[config.mk]
export PLATFORM = sky130hd
export DESIGN_NAME = regfile_access_arbiter_flat
export DESIGN_NICKNAME = d
export VERILOG_FILES = /design/src/rtl/regfile_access_arbiter_pkg.sv /design/src/rtl/regfile_access_arbiter_if.sv /design/src/rtl/regfile_access_arbiter_rr_arbiter_2.sv /design/src/rtl/regfile_access_arbiter.sv /design/src/flat_wrapper.sv
export SDC_FILE = /design/constraint.sdc
export NUM_CORES = 1
export LEC_CHECK = 0
export ABC_AREA = 0
export BUFFER_PORTS_ARGS = -buffer_cell sky130_fd_sc_hd__buf_2
export CORE_MARGIN = 4
export CORE_UTILIZATION = 46
export DETAILED_ROUTE_END_ITERATION = 6
export PLACE_DENSITY = 0.81
export SYNTH_ARGS = -nofsm -noshare
export SYNTH_HDL_FRONTEND = slang
export SYNTH_HIERARCHICAL = 1
export SYNTH_SLANG_ARGS = --single-unit
export TNS_END_PERCENT = 50
[constraint.sdc]
create_clock -name clk -period 2.35 [get_ports clk]
set_input_delay 0.3525 -clock clk [delete_from_list [all_inputs] [get_ports clk]]
set_output_delay 0.3525 -clock clk [all_outputs]
set_load 0.02 [all_outputs]
[src/rtl/regfile_access_arbiter_pkg.sv]
// rtl/regfile_access_arbiter_pkg.sv - widths, FSM encodings and shared types for the regfile access arbiter
package regfile_access_arbiter_pkg;

    localparam int DATA_INDEX_LIMIT     = 31;
    localparam int REG_ADDR_INDEX_LIMIT = 4;

    localparam int ST_W = 2;
    localparam logic [ST_W-1:0] ST_IDLE    = 2'd0;
    localparam logic [ST_W-1:0] ST_ISSUE   = 2'd1;
    localparam logic [ST_W-1:0] ST_CAPTURE = 2'd2;
    localparam logic [ST_W-1:0] ST_CLEAR   = 2'd3;

    typedef logic [DATA_INDEX_LIMIT:0]     data_t;
    typedef logic [REG_ADDR_INDEX_LIMIT:0] addr_t;

    typedef struct packed {
        logic  wr;
        addr_t addr1;
        addr_t addr2;
        data_t wdata;
    } op_t;

    function automatic logic is_last_addr(input addr_t a);
        return a == '1;
    endfunction

endpackage

[src/rtl/regfile_access_arbiter_if.sv]
// rtl/regfile_access_arbiter_if.sv - requester, clear-control and register-file port bundle
interface regfile_access_arbiter_if;
    import regfile_access_arbiter_pkg::*;

    logic  a_req, a_wr, b_req, b_wr;
    addr_t a_addr1, a_addr2, b_addr1, b_addr2;
    data_t a_wdata, b_wdata;
    logic  a_gnt, b_gnt, a_done, b_done;
    data_t rdata1, rdata2;
    logic  clr_req, clr_busy, clr_done;
    logic  rf_read, rf_write;
    addr_t rf_addr_r1, rf_addr_r2, rf_addr_w;
    data_t rf_data_w, rf_data_r1, rf_data_r2;

    modport slave (
        input  a_req, a_wr, a_addr1, a_addr2, a_wdata,
        input  b_req, b_wr, b_addr1, b_addr2, b_wdata,
        output a_gnt, b_gnt, a_done, b_done, rdata1, rdata2,
        input  clr_req,
        output clr_busy, clr_done,
        output rf_read, rf_write, rf_addr_r1, rf_addr_r2, rf_addr_w, rf_data_w,
        input  rf_data_r1, rf_data_r2
    );

    modport master (
        output a_req, a_wr, a_addr1, a_addr2, a_wdata,
        output b_req, b_wr, b_addr1, b_addr2, b_wdata,
        input  a_gnt, b_gnt, a_done, b_done, rdata1, rdata2,
        output clr_req,
        input  clr_busy, clr_done,
        input  rf_read, rf_write, rf_addr_r1, rf_addr_r2, rf_addr_w, rf_data_w,
        output rf_data_r1, rf_data_r2
    );

endinterface

[src/rtl/regfile_access_arbiter_rr_arbiter_2.sv]
// rtl/regfile_access_arbiter_rr_arbiter_2.sv - two-way round-robin grant with last-grant pointer
module rr_arbiter_2 (
    input  logic clk,
    input  logic rst,
    input  logic req_a,
    input  logic req_b,
    input  logic take,
    output logic gnt_a,
    output logic gnt_b
);

    logic prio_b_q, prio_b_d;

    // prio_b_q set means A won last time, so B wins the next tie
    assign gnt_a = req_a & (~req_b | ~prio_b_q);
    assign gnt_b = req_b & (~req_a |  prio_b_q);

    always_comb begin
        prio_b_d = prio_b_q;
        if (take) begin
            prio_b_d = gnt_a;
        end
    end

    always_ff @(posedge clk) begin
        if (rst) begin
            prio_b_q <= 1'b0;
        end else begin
            prio_b_q <= prio_b_d;
        end
    end

endmodule

[src/rtl/regfile_access_arbiter.sv]
// rtl/regfile_access_arbiter.sv - arbitrates two requesters and a clear sweep onto one register-file port
module regfile_access_arbiter
    import regfile_access_arbiter_pkg::*;
#(
    parameter data_t CLR_VALUE = 32'h0
) (
    input  logic                     clk,
    input  logic                     rst,
    regfile_access_arbiter_if.slave  bus
);

    logic [ST_W-1:0] state_q, state_d;
    op_t             op_q, op_d;
    logic            owner_b_q, owner_b_d;
    addr_t           cnt_q, cnt_d;
    logic            clr_pend_q, clr_pend_d;
    logic            a_done_q, a_done_d, b_done_q, b_done_d;
    logic            clr_done_q, clr_done_d;
    data_t           rdata1_q, rdata1_d, rdata2_q, rdata2_d;

    logic            clr_now, take, arb_gnt_a, arb_gnt_b;
    logic            rf_read, rf_write;

    // a pending clear outranks both requesters; no grant is issued in a reset cycle
    assign clr_now = bus.clr_req | clr_pend_q;
    assign take    = (state_q == ST_IDLE) & ~rst & ~clr_now & (bus.a_req | bus.b_req);

    rr_arbiter_2 u_rr (
        .clk   (clk),
        .rst   (rst),
        .req_a (bus.a_req),
        .req_b (bus.b_req),
        .take  (take),
        .gnt_a (arb_gnt_a),
        .gnt_b (arb_gnt_b)
    );

    always_comb begin
        state_d    = state_q;
        op_d       = op_q;
        owner_b_d  = owner_b_q;
        cnt_d      = cnt_q;
        clr_pend_d = clr_pend_q;
        a_done_d   = 1'b0;
        b_done_d   = 1'b0;
        clr_done_d = 1'b0;
        rdata1_d   = rdata1_q;
        rdata2_d   = rdata2_q;
        rf_read    = 1'b0;
        rf_write   = 1'b0;
        case (state_q)
            ST_IDLE: begin
                if (clr_now) begin
                    state_d    = ST_CLEAR;
                    cnt_d      = '0;
                    clr_pend_d = 1'b0;
                end else if (take) begin
                    state_d   = ST_ISSUE;
                    owner_b_d = arb_gnt_b;
                    op_d      = arb_gnt_b ? '{bus.b_wr, bus.b_addr1, bus.b_addr2, bus.b_wdata}
                                          : '{bus.a_wr, bus.a_addr1, bus.a_addr2, bus.a_wdata};
                end
            end
            ST_ISSUE: begin
                rf_read  = ~op_q.wr;
                rf_write =  op_q.wr;
                if (bus.clr_req) begin
                    clr_pend_d = 1'b1;
                end
                if (op_q.wr) begin
                    state_d  = ST_IDLE;
                    a_done_d = ~owner_b_q;
                    b_done_d =  owner_b_q;
                end else begin
                    state_d = ST_CAPTURE;
                end
            end
            ST_CAPTURE: begin
                if (bus.clr_req) begin
                    clr_pend_d = 1'b1;
                end
                rdata1_d = bus.rf_data_r1;
                rdata2_d = bus.rf_data_r2;
                a_done_d = ~owner_b_q;
                b_done_d =  owner_b_q;
                state_d  = ST_IDLE;
            end
            ST_CLEAR: begin
                rf_write = 1'b1;
                // counter holds at 31 on exit rather than wrapping
                if (is_last_addr(cnt_q)) begin
                    state_d    = ST_IDLE;
                    clr_done_d = 1'b1;
                end else begin
                    cnt_d = cnt_q + 1'b1;
                end
            end
            default: state_d = ST_IDLE;
        endcase
    end

    always_ff @(posedge clk) begin
        if (rst) begin
            state_q    <= ST_IDLE;
            op_q       <= '0;
            owner_b_q  <= 1'b0;
            cnt_q      <= '0;
            clr_pend_q <= 1'b0;
            a_done_q   <= 1'b0;
            b_done_q   <= 1'b0;
            clr_done_q <= 1'b0;
            rdata1_q   <= '0;
            rdata2_q   <= '0;
        end else begin
            state_q    <= state_d;
            op_q       <= op_d;
            owner_b_q  <= owner_b_d;
            cnt_q      <= cnt_d;
            clr_pend_q <= clr_pend_d;
            a_done_q   <= a_done_d;
            b_done_q   <= b_done_d;
            clr_done_q <= clr_done_d;
            rdata1_q   <= rdata1_d;
            rdata2_q   <= rdata2_d;
        end
    end

    assign bus.a_gnt      = take & arb_gnt_a;
    assign bus.b_gnt      = take & arb_gnt_b;
    assign bus.a_done     = a_done_q;
    assign bus.b_done     = b_done_q;
    assign bus.rdata1     = rdata1_q;
    assign bus.rdata2     = rdata2_q;
    assign bus.clr_busy   = (state_q == ST_CLEAR);
    assign bus.clr_done   = clr_done_q;
    assign bus.rf_read    = rf_read;
    assign bus.rf_write   = rf_write;
    assign bus.rf_addr_r1 = op_q.addr1;
    assign bus.rf_addr_r2 = op_q.addr2;
    assign bus.rf_addr_w  = (state_q == ST_CLEAR) ? cnt_q : op_q.addr1;
    assign bus.rf_data_w  = (state_q == ST_CLEAR) ? CLR_VALUE : op_q.wdata;

endmodule

[src/flat_wrapper.sv]
// flat-port wrapper written by rule: the top's interface ports become plain ports
module regfile_access_arbiter_flat import regfile_access_arbiter_pkg::*;
#(
    parameter data_t CLR_VALUE = 32'h0
)
  (clk, rst, bus_a_req, bus_a_wr, bus_a_addr1, bus_a_addr2, bus_a_wdata, bus_b_req, bus_b_wr, bus_b_addr1, bus_b_addr2, bus_b_wdata, bus_a_gnt, bus_b_gnt, bus_a_done, bus_b_done, bus_rdata1, bus_rdata2, bus_clr_req, bus_clr_busy, bus_clr_done, bus_rf_read, bus_rf_write, bus_rf_addr_r1, bus_rf_addr_r2, bus_rf_addr_w, bus_rf_data_w, bus_rf_data_r1, bus_rf_data_r2);
  regfile_access_arbiter_if bus_i ();
  input  logic clk;
  input  logic rst;
  input wire logic [$bits(bus_i.a_req)-1:0] bus_a_req;
  input wire logic [$bits(bus_i.a_wr)-1:0] bus_a_wr;
  input wire logic [$bits(bus_i.a_addr1)-1:0] bus_a_addr1;
  input wire logic [$bits(bus_i.a_addr2)-1:0] bus_a_addr2;
  input wire logic [$bits(bus_i.a_wdata)-1:0] bus_a_wdata;
  input wire logic [$bits(bus_i.b_req)-1:0] bus_b_req;
  input wire logic [$bits(bus_i.b_wr)-1:0] bus_b_wr;
  input wire logic [$bits(bus_i.b_addr1)-1:0] bus_b_addr1;
  input wire logic [$bits(bus_i.b_addr2)-1:0] bus_b_addr2;
  input wire logic [$bits(bus_i.b_wdata)-1:0] bus_b_wdata;
  output wire logic [$bits(bus_i.a_gnt)-1:0] bus_a_gnt;
  output wire logic [$bits(bus_i.b_gnt)-1:0] bus_b_gnt;
  output wire logic [$bits(bus_i.a_done)-1:0] bus_a_done;
  output wire logic [$bits(bus_i.b_done)-1:0] bus_b_done;
  output wire logic [$bits(bus_i.rdata1)-1:0] bus_rdata1;
  output wire logic [$bits(bus_i.rdata2)-1:0] bus_rdata2;
  input wire logic [$bits(bus_i.clr_req)-1:0] bus_clr_req;
  output wire logic [$bits(bus_i.clr_busy)-1:0] bus_clr_busy;
  output wire logic [$bits(bus_i.clr_done)-1:0] bus_clr_done;
  output wire logic [$bits(bus_i.rf_read)-1:0] bus_rf_read;
  output wire logic [$bits(bus_i.rf_write)-1:0] bus_rf_write;
  output wire logic [$bits(bus_i.rf_addr_r1)-1:0] bus_rf_addr_r1;
  output wire logic [$bits(bus_i.rf_addr_r2)-1:0] bus_rf_addr_r2;
  output wire logic [$bits(bus_i.rf_addr_w)-1:0] bus_rf_addr_w;
  output wire logic [$bits(bus_i.rf_data_w)-1:0] bus_rf_data_w;
  input wire logic [$bits(bus_i.rf_data_r1)-1:0] bus_rf_data_r1;
  input wire logic [$bits(bus_i.rf_data_r2)-1:0] bus_rf_data_r2;
  assign bus_i.a_req = bus_a_req;
  assign bus_i.a_wr = bus_a_wr;
  assign bus_i.a_addr1 = bus_a_addr1;
  assign bus_i.a_addr2 = bus_a_addr2;
  assign bus_i.a_wdata = bus_a_wdata;
  assign bus_i.b_req = bus_b_req;
  assign bus_i.b_wr = bus_b_wr;
  assign bus_i.b_addr1 = bus_b_addr1;
  assign bus_i.b_addr2 = bus_b_addr2;
  assign bus_i.b_wdata = bus_b_wdata;
  assign bus_a_gnt = bus_i.a_gnt;
  assign bus_b_gnt = bus_i.b_gnt;
  assign bus_a_done = bus_i.a_done;
  assign bus_b_done = bus_i.b_done;
  assign bus_rdata1 = bus_i.rdata1;
  assign bus_rdata2 = bus_i.rdata2;
  assign bus_i.clr_req = bus_clr_req;
  assign bus_clr_busy = bus_i.clr_busy;
  assign bus_clr_done = bus_i.clr_done;
  assign bus_rf_read = bus_i.rf_read;
  assign bus_rf_write = bus_i.rf_write;
  assign bus_rf_addr_r1 = bus_i.rf_addr_r1;
  assign bus_rf_addr_r2 = bus_i.rf_addr_r2;
  assign bus_rf_addr_w = bus_i.rf_addr_w;
  assign bus_rf_data_w = bus_i.rf_data_w;
  assign bus_i.rf_data_r1 = bus_rf_data_r1;
  assign bus_i.rf_data_r2 = bus_rf_data_r2;
  regfile_access_arbiter #(.CLR_VALUE(CLR_VALUE)) u_core (.clk(clk), .rst(rst), .bus(bus_i));
endmodule
==> flow_summary.json <==
{
  "slowest_delay_ps": 500,
  "root_buffer": "clkbuf_16",
  "die_y_microns": 116,
  "power_mw": 8.36,
  "crit_family": "adder cells",
  "cts_sinks": 120,
  "worstSetupEndpointType": "primary output",
  "final_layout_size_suffix_gt1_frac": 0.416,
  "ys_ff_latch": 120,
  "clock_path_buffers": 2,
  "worst_slew_pin_slew_ps": 795,
  "yosys.area.top_type": "dfxtp_1",
  "dp_hpwl_microns": 10500,
  "yosys.area.top_type_share": 0.450,
  "cp_max_fo": 20,
  "highest_layer": "met4",
  "drtAntennaViolNets": 0,
  "diodes": 0,
  "crit_chain": "ha_2 > mux2_2 > buf_2",
  "coreArea_sq_um": 11400,
  "place_congestion": 0.752,
  "path_clk_slew_ps": 60,
  "grt_pass1_wl_microns": 21800,
  "synth-async-reset-ratio": 0,
  "wirelength_microns": 14200,
  "finalHoldViolCount": 0,
  "slew_headroom": 0.470,
  "path_buf_inv": 1,
  "path_class": "reg2out",
  "fin_skew_ps": 16.6,
  "maxSlewViolCount": 0,
  "die_w_microns": 116,
  "rsz0062_at_grt": "no",
  "rows": 39,
  "cts_resized": 0,
  "finalNetCount": 951,
  "holdWs_ps": 185,
  "syn_area_sq_um": 5340,
  "synth_edf_count": 0,
  "wl_met2_microns": 6910,
  "drt-met1-wl_microns": 5670,
  "drv_cap": 0,
  "synth_cell_types": 38,
  "vias": 4771,
  "syn_to_final_growth_pct": 38.7,
  "cts_htree_levels": 4,
  "post-route-drc-count": 0,
  "wl_per_cell_microns": 15.0,
  "outcome": "finished clean",
  "critPathArrivalTime_ps": 1860,
  "grt-ovfl-total": 0,
  "nFillCells": 967,
  "fin_crit_ps": 2220,
  "io-pin-count": 274,
  "cp_slowest_cell": "ha_2",
  "fin_crit_sh": 0.943,
  "syn_avg_cell_area_sq_um": 9.90,
  "yosys-top-cells-area": "dfxtp_1, mux2i_1, a211oi_1",
  "synth_nets": 701,
  "insertion_delay_ps": 410,
  "leakagePower_nw": 3.49,
  "antenna_found_initial": 0,
  "first_global_vias": 4509,
  "cp-start-kind": "register",
  "drt_iter0_markers": 362,
  "pwr_density_cell_nw_per_um2": 1130,
  "met3_length_microns": 1400,
  "setup_tns_ps": 0,
  "seq_area_frac_synth": 0.450,
  "cts_buffers": 17,
  "dr.pass1.iters": 5,
  "synth_warnings": 6,
  "synthFlopType": "dfxtp_1",
  "vdd_drop_max_v": 0.000804,
  "synthCells": 539,
  "grt_usage": 0.204,
  "start_util": 0.469,
  "viasPerCell": 5.05,
  "fmax_ghz": 0.451,
  "holdBufCountCts": 0,
  "crit_required_ps": 2000,
  "setup_viol_count_final": 0,
  "die_area_sq_um": 13400,
  "cts_setup_buffers": 0,
  "grt_max_degree": 80,
  "io_buffers": 273,
  "cts_tree": "yes",
  "hp-class": "in2reg"
}
-- final timing paths --
path	from	cells after the start	end	slack, ps
worst max register to register	u_core/state_q[0]	6	u_core/op_q[26]	310
worst min register to register	u_core/owner_b_q	1	u_core/bus.a_done	480
worst min-delay path	bus_rf_data_r2[23]	3	u_core/bus.rdata2[23]	190
worst max-delay path	u_core/state_q[0]	3	bus_rf_addr_w[0]	130
-- report_power, final --
group          internal, mW  total, mW  switching (mW)
logic                  1.24       2.97            1.73
clock network          1.81       2.75           0.944
registers              2.43       2.64           0.208
total                  5.48       8.36            2.88
-- cell families after synthesis --
kind of cell | Yosys count | share of synthesized area
compound gates | 110 | 0.130
fa+ha+maj | 7 | 0.0164
simple gates | 126 | 0.124
flops | 120 | 0.450
mux | 114 | 0.215
buf+inv | 62 | 0.0642
-- sequential cells by signal, summed over array words and instances, names as in the netlist --
register and flops:
u_core/bus.a_done 1, u_core/bus.b_done 1, u_core/bus.clr_done 1, u_core/bus.rdata1 32, u_core/bus.rdata2 32, u_core/bus.rf_addr_r1 5, u_core/bus.rf_addr_r2 5, u_core/clr_pend_q 1
u_core/cnt_q 5, u_core/op_q 33, u_core/owner_b_q 1, u_core/state_q 2, u_core/u_rr/prio_b_q 1
-- layer usage --
layer  vias up  track usage
li1       2383            -
met1      2160        0.245
met2       214        0.350
met3        14       0.0674
met4         0       0.0619
met5         -            0
-- placed cells by master, fill, tap and decap left out, types with 2 or more instances in the layout --
master,n
mux2_2,6
clkbuf_16,17
bufinv_16,4
clkinv_4,3
nor2_1,66
a211oi_1,45
nand3_1,3
clkinv_2,2
clkinvlp_4,3
inv_1,6
buf_4,10
o21ai_0,4
mux2i_1,108
dfxtp_1,120
buf_12,5
and3_1,2
inv_6,2
buf_2,272
a21oi_1,51
nor2b_1,35
nand2b_1,6
o31ai_1,3
ha_1,5
-- synth_stat cells, drive strengths merged, types with 3 or more instances --
cell type  count
inv            6
o31ai          3
clkbuf        18
mux2i        108
buf           38
nor2          67
o21ai          4
nor3b          3
nor2b         35
dfxtp        120
a21oi         51
nand3          3
a211oi        45
mux2           6
nand2b         6
ha             7
-- stage by stage --
step           utilization  cells  setup slack (ps)  area [sq um]
6_report             0.651    945               133          7400
5_1_grt              0.651    945              25.3          7400
4_1_cts              0.651    945               104          7400
3_5_place_dp         0.595    913               344          6760
3_3_place_gp         0.595    913               405          6760
2_1_floorplan            -    539               503          5340
-- cell type report --
type / instances / area, sq um / area share
Clock buffer: 18 / 439 / 0.0594
Clock inverter: 14 / 196 / 0.0265
Inverter: 6 / 22.5 / 0.00304
Multi-Input combinational cell: 357 / 2620 / 0.355
Sequential cell: 120 / 2400 / 0.325
Tap cell: 143 / 179 / 0.0242
Timing Repair Buffer: 287 / 1540 / 0.208
-- worst min-delay path: cells and delay by family --
family	cells	cell delay, ps
mux	1	50
buf+inv	1	70
simple gates	1	70
(Power assumes the default switching activity.)
